**config.mk**
```make
export PLATFORM = sky130hd
export DESIGN_NAME = uart_tx_arb
export DESIGN_NICKNAME = d
export VERILOG_FILES = /design/src/rtl/uart_pkg.sv /design/src/rtl/uart_tx_arb_rr_pick.sv /design/src/rtl/uart_tx_arb.sv
export SDC_FILE = /design/constraint.sdc
export NUM_CORES = 1
export LEC_CHECK = 0
export CAP_MARGIN = 20
export CORE_ASPECT_RATIO = 1.25
export CORE_MARGIN = 3
export CORE_UTILIZATION = 47
export DETAILED_ROUTE_END_ITERATION = 7
export PLACE_DENSITY = 0.81
export SETUP_SLACK_MARGIN = 0.05
export SLEW_MARGIN = 10
export SYNTH_ARGS = -nofsm -noshare
export SYNTH_HDL_FRONTEND = slang
export SYNTH_SLANG_ARGS = --single-unit
```
**constraint.sdc**
```tcl
create_clock -name CLK -period 2.5 [get_ports CLK]
set_input_delay 0.5 -clock CLK [delete_from_list [all_inputs] [get_ports CLK]]
set_output_delay 0.5 -clock CLK [all_outputs]
set_load 0.02 [all_outputs]
```
**src/rtl/uart_pkg.sv**
```systemverilog
// uart_pkg: shared state encodings, id-width helper and default baud constants for the UART transmit path.
package uart_pkg;
    typedef enum logic [1:0] {ST_IDLE, ST_LOAD, ST_SEND} arb_state_t;
    localparam int DEF_CLK_HZ = 50_000_000;
    localparam int DEF_BAUD   = 115_200;
    function automatic int id_w(input int n);
        return (n > 1) ? $clog2(n) : 1;
    endfunction
endpackage

```
**src/rtl/uart_tx_arb_rr_pick.sv**
```systemverilog
// rr_pick: combinational round-robin priority encoder, searching from last+1 with wrap-around.
module rr_pick
    import uart_pkg::*;
#(
    parameter int N  = 4,
    parameter int IW = id_w(N)
) (
    input  logic [N-1:0]  req,
    input  logic [IW-1:0] last,
    output logic [IW-1:0] idx,
    output logic          hit
);
    logic [N-1:0] rot;
    // rot[j] is requester (last+1+j) mod N, so the lowest set bit is the winner
    assign rot = N'({req, req} >> (int'(last) + 1));
    assign hit = |req;
    always_comb begin
        idx = '0;
        for (int j = N - 1; j >= 0; j--)
            if (rot[j]) idx = IW'((int'(last) + 1 + j) % N);
    end
endmodule

```
**src/rtl/uart_tx_arb.sv**
```systemverilog
// uart_tx_arb: shares one uart_tx between N packet requesters with round-robin,
// packet-held grants, an optional per-grant burst limit and an optional stall timeout.
module uart_tx_arb
    import uart_pkg::*;
#(
    parameter int N         = 4,
    parameter int MAX_BURST = 0,
    parameter int TIMEOUT   = 65535
) (
    input  logic                CLK,
    input  logic                rst,
    input  logic [N-1:0]        req_valid,
    input  logic [8*N-1:0]      req_data,
    input  logic [N-1:0]        req_last,
    output logic [N-1:0]        req_ready,
    output logic [7:0]          tx_data,
    output logic                tx_rts,
    input  logic                tx_cts,
    input  logic                tx_active,
    output logic                grant_valid,
    output logic [id_w(N)-1:0]  grant_id,
    output logic                busy,
    output logic                timeout_evt
);
    localparam int IW = id_w(N);
    localparam int BW = (MAX_BURST > 0) ? $clog2(MAX_BURST + 1) : 1;
    localparam int SW = (TIMEOUT > 0) ? $clog2(TIMEOUT + 1) : 1;

    arb_state_t    state;
    logic [IW-1:0] last_grant;
    logic [IW-1:0] winner;
    logic          hit;
    logic [BW-1:0] burst;
    logic [SW-1:0] stall;
    logic          hold_last;
    logic          burst_end;

    rr_pick #(.N(N), .IW(IW)) u_pick (
        .req  (req_valid),
        .last (last_grant),
        .idx  (winner),
        .hit  (hit)
    );

    assign req_ready = (state == ST_LOAD) ? (N'(1) << grant_id) : '0;
    assign busy      = grant_valid | tx_active;
    assign burst_end = (MAX_BURST != 0) && (burst == BW'(MAX_BURST - 1));

    always_ff @(posedge CLK) begin
        timeout_evt <= 1'b0;
        if (rst) begin
            state       <= ST_IDLE;
            tx_rts      <= 1'b0;
            tx_data     <= '0;
            grant_valid <= 1'b0;
            grant_id    <= '0;
            last_grant  <= IW'(N - 1);
            burst       <= '0;
            stall       <= '0;
            hold_last   <= 1'b0;
        end else begin
            case (state)
                ST_IDLE: if (hit) begin
                    grant_id    <= winner;
                    grant_valid <= 1'b1;
                    burst       <= '0;
                    stall       <= '0;
                    state       <= ST_LOAD;
                end
                ST_LOAD: if (req_valid[grant_id]) begin
                    tx_data   <= req_data[8*grant_id +: 8];
                    hold_last <= req_last[grant_id];
                    tx_rts    <= 1'b1;
                    stall     <= '0;
                    state     <= ST_SEND;
                end else if (TIMEOUT != 0 && stall == SW'(TIMEOUT - 1)) begin
                    state       <= ST_IDLE;
                    grant_valid <= 1'b0;
                    last_grant  <= grant_id;
                    timeout_evt <= 1'b1;
                end else if (stall != '1) begin
                    stall <= stall + 1'b1;
                end
                // uart_tx is in START once rts drops, so the byte cannot be sent twice
                ST_SEND: if (tx_cts) begin
                    tx_rts <= 1'b0;
                    if (burst != '1) burst <= burst + 1'b1;
                    if (hold_last || burst_end) begin
                        state       <= ST_IDLE;
                        grant_valid <= 1'b0;
                        last_grant  <= grant_id;
                    end else begin
                        state <= ST_LOAD;
                    end
                end
                default: state <= ST_IDLE;
            endcase
        end
    end
endmodule
```
==> metrics <==
Slew headroom roughly two thirds; CTS tree built; synthesized area 2070 sq um; vias post-DR between 1500 and 2000; critical path class reg2out; hold path endpoint tx_rts; reg2reg start state[1]; total CTS buffers 5; Crit path largest cell delay just over 0.6 ns; internal power approximately 0.0014 W; Final Cycle Share about nine tenths; sequential power share approximately 33%; Net Sw Frac approximately 38%; area grow syn2layout 38.0%; syn_nets between 200 and 300; VDD IR-drop max between 600 and 700 uV; Slew @ Worst Pin slightly below 0.5 ns; Top Ports between 60 and 70; Initial Util about 50%; Initial DRC Count 100; CP startpoint kind flip-flop; Tot GR Track Use 20.8%; Final Non-Filler Cells 344; Hold Path Origin tx_rts; cell row count 26; clock network power share between 10% and 20%; crit-path max FO 7; Netlist cell types 48; Crit. End Element output pin; core outline area between 4000 and 5000 sq um; Max Cap Violations 0; CTS Root Cell clkbuf_8; first-pass GRT wire length between 8000 and 9000 um; setup bufs post-CTS 0; Synth async-reset ratio 0%; Max Freq about 0.44 GHz; worst reg2reg path depth 8; number of global-route vias before repair ~2000; Seq/Total Area, Yosys approximately 33%; Syn Inst Count approximately 220; status finished clean; placed insts around 340; GR Util met3 under 10%; CTS clk-pin slew, worst paths 0.07 ns; EDFF count, synth 0; Net count, final approximately 340; IO buf count around 60; gr ovfl total 0; Filler cells around 360; CP cell instances inv_1 -> ha_2 -> nand2_1 -> nor2_1 -> clkdlybuf4s50_1; drt pass-1 iters 4; CP required about 2.0 ns; GRT met1 Usage between 20% and 30%; final setup TNS 0 ns; Final Setup Violations 0; DP HPWL 4140 um; initial antenna violation count 0; hold depth 2; Sink Count 34; critical path arrival roughly 1.8 ns; switching pwr slightly above 0.0008 W; RD Place Congestion 0.839; power per cell area 772 nW/um^2; final hold violation count 0; ys flop type dfxtp_1; Die W 65.4 um; Worst Clk Skew 0.00588 ns; layout cell share with drive strength beyond 1 about 16%; met2 GRT Util 36.8%; HP Class reg2reg; #FFs+latches synth 34; combinational share of power 49.0%; H-tree depth 2; Die Area about 5200 sq um; Crit-path slowest cell clkdlybuf4s50_1; DRT Wirelength between 5000 and 6000 um; family with the most delay on the worst path buffers and inverters; reg2reg end stall[1]; n_diodes 0; Max Slew Vio Count 0; DRC viols 0; Final min period approximately 2.3 ns; largest net degree at the start of global routing 21; Worst R2R Setup Slack roughly 0.4 ns; CP Buf/Inv Count 2; busiest layer in global routing met2; Antenna Nets Post-Route 0; Leakage 1.09 nW; unrepaired setup endpoints after global routing no; Post-Syn Area per Cell 9.28 sq um; yosys warns 0; clk_lat worst skew around 0.28 ns; clock buffer depth 2; wire per inst roughly 15 um; vias per cell 5.61; Die Y roughly 80 um
kinds of logic (layout without fill, tap and decap cells):
group	Yosys count	in the layout	share of synthesized area [%]
DFF	34	34	32.9
xor gates and xnor gates	9	9	3.81
buffers and inverters	24	89	5.68
adders and majority gates	6	6	3.63
AOI/OAI and AO/OA	49	49	18.6
and+or+nand+nor	80	80	19.2
muxes	21	21	16.2
state kept, by name, summed over array words and instances (netlist names):
name,flops
timeout_evt,1
hold_last,1
tx_rts,1
grant_id,2
tx_data,8
grant_valid,1
last_grant,2
state,2
stall,16
layout make-up:
| type | instances | area [sq um] | share of cell area, % |
|---|---|---|---|
| tap | 56 | 70.1 | 2.45 |
| clock buffer | 6 | 82.6 | 2.89 |
| multi-input combinational | 165 | 1270 | 44.6 |
| inverter | 8 | 30.0 | 1.05 |
| sequential | 34 | 681 | 23.8 |
| timing repair buffer | 75 | 718 | 25.2 |
power by group through the flow:
stage	combinational, W	sequential (W)	clock (W)
after floorplan	0.000681	0.000762	0
after global placement	0.00106	0.000732	0
after detailed placement	0.00108	0.000737	0
after CTS	0.00109	0.000725	0.000405
after global routing	0.00117	0.000742	0.000428
final	0.00108	0.000725	0.000399
worst reg2reg max path: stages (launching register included):
cell,delay (ns)
dfxtp_1,0.33
inv_1,0.11
ha_1,0.33
nor2_1,0.10
a21oi_1,0.40
buf_4,0.24
nand2_1,0.06
or3_1,0.32
a21oi_1,0.14
routing by layer:
metal  share of wire, %  vias up  wire length [um]
li1                   -      952                 -
met1                 40      909              2060
met2                 52       64              2680
met3                7.3        6               376
met4                1.1        0                57
met5                  0        -                 0
cell usage in the layout (no fill, tap or decap), types with 3 or more instances in the layout:
cell type,count
and3_1,5
o21a_1,4
nor3_1,5
nand3_1,4
clkdlybuf4s50_1,60
mux4_2,10
or3_1,3
a211o_1,4
xor2_1,7
ha_1,5
dfxtp_1,34
buf_4,14
nor2_1,27
o21ai_0,3
o21ai_2,3
mux2i_1,11
nand4_1,3
nor4_1,4
inv_1,8
clkbuf_8,6
o2111ai_1,4
nand2_1,17
o211ai_1,5
a21oi_1,12
stage by stage:
stage	power, W	utilization (%)	hold WS [ns]	worst slack (ns)	instance area (sq um)
floorplan	0.00144	-	0.459	0.461	2070
global route	0.00234	68.6	0.535	0.119	2860
global placement	0.00179	66.5	0.472	0.0688	2770
finish	0.00220	68.6	0.495	0.216	2860
CTS	0.00222	68.5	0.501	0.124	2850
detailed placement	0.00182	66.5	0.478	0.0691	2770
cell usage after synthesis, types with 2 or more instances:
library cell	number	share of area, %
nor3_1	5	1.2
a211o_1	4	1.7
o21ai_2	3	1.3
nor2b_1	2	0.60
xnor2_1	2	0.85
dfxtp_1	34	33
nand2_1	17	3.1
and3_1	5	1.5
or3_1	3	0.91
inv_1	8	1.5
nor4_1	4	1.2
a21oi_1	12	2.9
nand2b_1	2	0.60
o21a_1	4	1.5
o2111ai_1	4	1.7
buf_6	3	1.6
nand3_1	4	0.97
clkbuf_1	11	2.0
o21ai_0	3	0.73
mux2i_1	11	5.3
o41ai_2	2	1.6
mux4_2	10	11
nor2_1	27	4.9
o41ai_1	2	0.85
o211ai_1	5	1.8
nand4_1	3	0.91
ha_1	6	3.6
xor2_1	7	3.0
how the worst max path moves through the flow:
| stage | from | endpoint | cells past startpoint |
|---|---|---|---|
| finish | state[1] | req_ready[2] | 5 |
| global route | state[1] | req_ready[3] | 4 |
| CTS | state[1] | req_ready[0] | 5 |
| detailed placement | req_valid[2] | stall[12] | 6 |
| global placement | req_valid[0] | stall[4] | 9 |
| floorplan | grant_id[0] | stall[3] | 6 |
repair_timing:
item	CTS	global route
hold buffers	0	0
endpoints found under the setup margin	1	1
pin swaps	0	0
resized for setup	1	1
Power figures use the tool's default switching activity.
